[config.mk]
export PLATFORM = sky130hd
export DESIGN_NAME = exc_irq_ctrl
export DESIGN_NICKNAME = d
export VERILOG_FILES = /design/src/rtl/exc_pkg.sv /design/src/rtl/irq_prio_enc.sv /design/src/rtl/exc_irq_ctrl.sv
export SDC_FILE = /design/constraint.sdc
export NUM_CORES = 1
export LEC_CHECK = 0
export ABC_AREA = 1
export ABC_CLOCK_PERIOD_IN_PS = 2400
export BUFFER_PORTS_ARGS = -buffer_cell sky130_fd_sc_hd__buf_2
export CORE_AREA = 5 5 84 78
export CTS_BUF_LIST = sky130_fd_sc_hd__clkbuf_8
export DETAILED_ROUTE_END_ITERATION = 10
export DIE_AREA = 0 0 89 83
export PLACE_DENSITY = 0.9
export SLEW_MARGIN = 20
export SYNTH_ARGS = -nofsm -noshare
export SYNTH_HDL_FRONTEND = slang
export SYNTH_HIERARCHICAL = 1
export SYNTH_SLANG_ARGS = --single-unit
[constraint.sdc]
create_clock -name clk -period 2.4 [get_ports clk]
set_clock_uncertainty 0.1 [all_clocks]
set_input_delay 0.24 -clock clk [delete_from_list [all_inputs] [get_ports clk]]
set_output_delay 0.24 -clock clk [all_outputs]
set_load 0.01 [all_outputs]
[src/rtl/exc_pkg.sv]
// Shared types and constants for the interrupt/exception controller.
// Holds the privilege state encoding, cause-type codes and default vector addresses.
package exc_pkg;

   typedef enum logic [1:0] {
      USER   = 2'd0,
      KERNEL = 2'd1,
      GRACE  = 2'd2
   } state_t;

   localparam logic [1:0] CAUSE_NONE  = 2'b00;
   localparam logic [1:0] CAUSE_IRQ   = 2'b01;
   localparam logic [1:0] CAUSE_UNDEF = 2'b10;
   localparam logic [1:0] CAUSE_PRIV  = 2'b11;

   localparam logic [31:0] IRQ_VEC_DFLT = 32'h8000_0004;
   localparam logic [31:0] EXC_VEC_DFLT = 32'h8000_0008;

   // A single line still needs a 1-bit index bus internally.
   function automatic int idx_w(input int n);
      return (n > 1) ? $clog2(n) : 1;
   endfunction

endpackage

[src/rtl/irq_prio_enc.sv]
// Lowest-index-wins priority encoder over the pending interrupt lines.
// Purely combinational, zero latency; no flow control.
module irq_prio_enc #(
   parameter int N  = 4,
   parameter int IW = 2
) (
   input  logic [N-1:0]  i_req,
   output logic          o_any,
   output logic [IW-1:0] o_idx
);

   always_comb begin
      o_any = |i_req;
      o_idx = '0;
      for (int i = N - 1; i >= 0; i--) begin
         if (i_req[i]) o_idx = IW'(i);
      end
   end

endmodule

[src/rtl/exc_irq_ctrl.sv]
// Trap/return controller deciding from the ID instruction; trap/ret are combinational, EPC/cause/state update next edge.
// Decisions only when ID is valid and not stalled; EXC_IRQ_SYNC_EN adds a 2-flop irq synchronizer.
module exc_irq_ctrl
   import exc_pkg::*;
#(
   parameter int               N_IRQ    = 4,
   parameter int               PC_W     = 32,
   parameter logic [PC_W-1:0]  IRQ_VEC  = PC_W'(IRQ_VEC_DFLT),
   parameter logic [PC_W-1:0]  EXC_VEC  = PC_W'(EXC_VEC_DFLT),
   parameter logic [N_IRQ-1:0] MASK_RST = '0
) (
   input  logic                      clk,
   input  logic                      reset,
   input  logic [N_IRQ-1:0]          irq,
   input  logic                      id_valid,
   input  logic                      id_stall,
   input  logic [PC_W-1:0]           id_pc,
   input  logic                      id_undef,
   input  logic                      id_eret,
   input  logic                      mask_wr,
   input  logic [N_IRQ-1:0]          mask_din,
   output logic                      ker,
   output logic                      trap,
   output logic                      ret,
   output logic [PC_W-1:0]           vec_pc,
   output logic [PC_W-1:0]           epc,
   output logic [$clog2(N_IRQ)+1:0]  cause,
   output logic [N_IRQ-1:0]          irq_mask,
   output logic                      dbl_fault
);

   localparam int CW = $clog2(N_IRQ) + 2;
   localparam int IW = idx_w(N_IRQ);

   logic [N_IRQ-1:0] w_irq_q;
   logic [N_IRQ-1:0] w_pend;
   logic             w_any;
   logic [IW-1:0]    w_idx;
   logic             w_go;

   state_t           r_state;
   state_t           w_state_nxt;
   logic [PC_W-1:0]  r_epc;
   logic [PC_W-1:0]  w_epc_nxt;
   logic [CW-1:0]    r_cause;
   logic [CW-1:0]    w_cause_nxt;
   logic [1:0]       w_type;
   logic [IW-1:0]    w_cidx;
   logic [N_IRQ-1:0] r_mask;
   logic             r_dbl;
   logic             w_dbl_set;
   logic             w_trap;
   logic             w_ret;
   logic [PC_W-1:0]  w_vec;

`ifdef EXC_IRQ_SYNC_EN
   logic [N_IRQ-1:0] r_sync1;
   logic [N_IRQ-1:0] r_sync2;

   always_ff @(posedge clk or negedge reset) begin
      if (!reset) begin
         r_sync1 <= '0;
         r_sync2 <= '0;
      end else begin
         r_sync1 <= irq;
         r_sync2 <= r_sync1;
      end
   end

   assign w_irq_q = r_sync2;
`else
   assign w_irq_q = irq;
`endif

   assign w_go   = id_valid & ~id_stall;
   assign w_pend = w_irq_q & r_mask;

   irq_prio_enc #(.N(N_IRQ), .IW(IW)) u_prio (
      .i_req (w_pend),
      .o_any (w_any),
      .o_idx (w_idx)
   );

   always_comb begin
      w_state_nxt = r_state;
      w_trap      = 1'b0;
      w_ret       = 1'b0;
      w_vec       = '0;
      w_epc_nxt   = r_epc;
      w_type      = CAUSE_NONE;
      w_cidx      = '0;
      w_dbl_set   = 1'b0;
      case (r_state)
         USER, GRACE: begin
            if (w_go) begin
               if (id_undef) begin
                  w_trap    = 1'b1;
                  w_type    = CAUSE_UNDEF;
                  w_epc_nxt = id_pc + PC_W'(4);
                  w_vec     = EXC_VEC;
               end else if (id_eret) begin
                  w_trap    = 1'b1;
                  w_type    = CAUSE_PRIV;
                  w_epc_nxt = id_pc + PC_W'(4);
                  w_vec     = EXC_VEC;
               end else if (r_state == USER && w_any) begin
                  // The interrupted instruction is re-executed after return.
                  w_trap    = 1'b1;
                  w_type    = CAUSE_IRQ;
                  w_cidx    = w_idx;
                  w_epc_nxt = id_pc;
                  w_vec     = IRQ_VEC;
               end else begin
                  w_state_nxt = USER;
               end
               if (w_trap) w_state_nxt = KERNEL;
            end
         end
         KERNEL: begin
            if (w_go) begin
               if (id_undef) begin
                  w_dbl_set = 1'b1;
               end else if (id_eret) begin
                  w_ret       = 1'b1;
                  w_state_nxt = GRACE;
               end
            end
         end
         default: w_state_nxt = USER;
      endcase
   end

   assign w_cause_nxt = (CW'(w_type) << (CW - 2)) | CW'(w_cidx);

   always_ff @(posedge clk or negedge reset) begin
      if (!reset) begin
         r_state <= USER;
         r_epc   <= '0;
         r_cause <= '0;
         r_mask  <= MASK_RST;
         r_dbl   <= 1'b0;
      end else begin
         r_state <= w_state_nxt;
         if (w_trap) begin
            r_epc   <= w_epc_nxt;
            r_cause <= w_cause_nxt;
         end
         if (r_state == KERNEL && mask_wr) r_mask <= mask_din;
         if (w_dbl_set) r_dbl <= 1'b1;
      end
   end

   assign ker       = (r_state == KERNEL);
   assign trap      = w_trap;
   assign ret       = w_ret;
   assign vec_pc    = w_vec;
   assign epc       = r_epc;
   assign cause     = r_cause;
   assign irq_mask  = r_mask;
   assign dbl_fault = r_dbl;

endmodule

==> impl_results.md <==
* Wire per inst at 13.3 microns
* # hold bufs at CTS at 0
* WP buf/inv at 4
* Via count at 2762
* Power Total at 3.02 mW
* Crit share post-route at 0.900
* Worst Tran Pin Value at 0.562 ns
* Time the worst path needs with I/O delays and setup at between 2 and 2.5 ns
* Initial antenna violation count at 0
* Worst Setup Start Kind: flop
* CP max stage cell: dfrtp_1
* Leak at 1.93 nW
* Status: complete, no violations
* FMAX at around 0.46 GHz
* Synth top area cells: dfrtp_1, nand2_1, buf_4, nand3_1, inv_1
* Layout fillers at 514
* Post-synthesis cell count at 396
* PwrDens at 887 nW/um^2
* Top cell type by total area after synthesis: dfrtp_1
* Dpl ws at about 0.60 ns
* Netlist cell types at 34
* Detailed Route Iter0 Violations at approximately 160
* Die ar. at about 7400 sq um
* Post-CTS sizing at 0
* Pin count of the biggest net entering global routing at 44
* Worst-Skew Late Latency at roughly 0.3 ns
* VDD IR max at 0.553 mV
* Synthesized flop and latch total at 43
* CTS root buf: clkbuf_8
* Slowest stage delay, CP at approximately 0.38 ns
* TNS Setup at 0 ns
* Postcts setup bufs at 0
* Area growth syn-to-layout at 17.5%
* Layout cells sized above 1 at 0.278
* WS Path Type: flop to output pin
* WL final at 7.42 mm
* Total gr overflow at 0
* Post-detail-place hpwl at 5.77 mm
* Sequential share of the synthesized area at 0.371
* Placer Congestion at 0.909
* Setup violators final at 0
* Port buffer count at 93
* DRT Pass-1 Iters at 4
* Num CTS Buffers at 5
* TritonCTS Sinks at 43
* Max Transition Viols Final at 0
* N_diodes at 0
* Vias in the first global route at 2637
* Worst Hold Class: primary input to flop
* Io pins at 123
* Vias/cell at 4.94
* First-pass GRT wire length at 12.3 mm
* Nets at 536
* Synth top area share at 0.371
* Critical Path Fanout Max at 28
* Max Buffers Root-to-Sink at 2
* Rows at 26
* Final Hold Violating Endpoints at 0
* CTS tree: yes
* Number of remaining DRC errors at 0
* Die Ht at slightly above 80 microns
* CP most frequent cell: nand2_1
* RSZ-0062 raised after global routing: false
* Ys Warns at 6
* Worst Setup End Kind: output pin
* Crit path cell chain: nand2_1, inv_1, inv_1, nand4_1, nand2_1, nand2_1, nand3_2, inv_2, buf_2
* H-tree depth at 2
* Core box area at 5560 sq um
* Slew headroom at 0.625
* Syn_area_per_cell at 7.32 sq um
* PnR worst setup slack at 0.241 ns
* Worst Path Arrival at 1.82 ns
* Max Cap Viol at 0
* Cell Area, Synth at 2900 sq um
* Die Wd at around 89 microns
* CP delay by family, top: buffers and inverters
* GRT Total Usage at 0.206
* Starting Density at 0.521
* Number of nets still failing antenna checks after routing at 0
* CTS clock-pin slew for the worst setup and hold paths at 0.09 ns
* Critical Path RT at about 2.1 ns
stage by stage:
stage | util | instance area [sq um] | hold WS [ns] | instances
finish | 0.612 | 3410 | 0.0342 | 559
global route | 0.612 | 3410 | 0.0292 | 559
CTS | 0.610 | 3390 | 0.0100 | 558
global placement | 0.589 | 3280 | 0.333 | 550
detailed placement | 0.589 | 3280 | 0.347 | 550
floorplan | - | 3000 | -0.156 | 424
cells in the mapped netlist:
cell type and number:
nor2_2 6, nand3_2 4, nand3b_1 1, a22o_1 2, o211ai_1 1, inv_2 4, o31ai_1 1, nand3_1 38
buf_2 4, inv_1 38, conb_1 1, and3_1 1, a21oi_2 2, nand2_2 4, dfrtp_1 43, nand4_1 8
nand2_4 1, o21ai_0 15, mux2_2 4, nand2_1 132, ha_1 1, xor2_1 4, a31o_2 1, buf_4 31
or2_1 1, nor3_1 4, o21ai_1 1, o21bai_1 4, nor3b_2 1, nor2_8 2, nor2_1 26, nor2_4 5
xnor2_1 2, buf_6 3
report_power, final:
part / switching [mW] / total, mW / internal (mW)
logic: 0.716 / 1.20 / 0.486
registers: 0.181 / 1.23 / 1.05
clock network: 0.274 / 0.589 / 0.316
sequential cells by signal, indices dropped and copies added (netlist names):
| name | cells |
|---|---|
| epc | 32 |
| dbl_fault | 1 |
| cause | 4 |
| r_state | 2 |
| irq_mask | 4 |
layer usage:
layer / wire length (microns) / global-route usage
met5: 0 / 0
met4: 157 / 0.0798
met3: 564 / 0.0465
met2: 3650 / 0.342
met1: 3050 / 0.257
cells in the final DEF, fill, tap and decap left out, drive strengths merged:
master / netlist / final
and3: 1 / 1
o211ai: 1 / 1
nand3b: 1 / 1
bufinv: 0 / 1
o21ai: 16 / 16
mux2: 4 / 4
buf: 38 / 94
dfrtp: 43 / 43
ha: 1 / 1
o21bai: 4 / 4
clkinv: 0 / 1
a22o: 2 / 2
a21oi: 2 / 2
conb: 1 / 29
inv: 42 / 43
xnor2: 2 / 2
nand3: 42 / 42
or2: 1 / 1
nor3b: 1 / 1
clkbuf: 0 / 5
xor2: 4 / 4
a31o: 1 / 1
nor2: 39 / 39
nor3: 4 / 4
nand2: 137 / 137
dlygate4sd3: 0 / 1
o31ai: 1 / 1
nand4: 8 / 8
tightest hold or removal path: stages:
cell and delay, ns:
buf_2 0.08, nand2_1 0.04, nand2_1 0.05
cell families (layout without fill, tap and decap cells):
group,after synthesis,after routing,share of synthesized area
AOI/OAI and AO/OA,27,27,0.0583
muxes,4,4,0.0155
and+or+nand+nor,234,234,0.378
other,1,29,0.00129
buffers and inverters,80,145,0.153
adders and majority gates,1,1,0.00432
xor gates and xnor gates,6,6,0.0181
DFF,43,43,0.371
final cells by class:
type,count,area (sq um),area share
clock buffers,5,68.8,0.0202
clock inverters,3,47.5,0.0140
inverters,42,158,0.0463
multi-input cells,301,1480,0.436
flip-flops and latches,43,1080,0.316
well taps,70,87.6,0.0257
repair buffers,95,485,0.142
path summary, 6_finish.rpt:
check / startpoint / endpoint / slack, ns / depth (start not counted)
setup reg to reg: irq_mask[3] / epc[11] / 0.61 / 10
min in group asynchronous: reset / cause[0] / 0.36 / 2
hold / removal: id_pc[0] / epc[0] / 0.03 / 3
max in group asynchronous: reset / epc[22] / 1.44 / 2
hold reg to reg: dbl_fault / dbl_fault / 0.37 / 1
setup / recovery: irq_mask[3] / vec_pc[31] / 0.24 / 9
(Power assumes the default switching activity.)
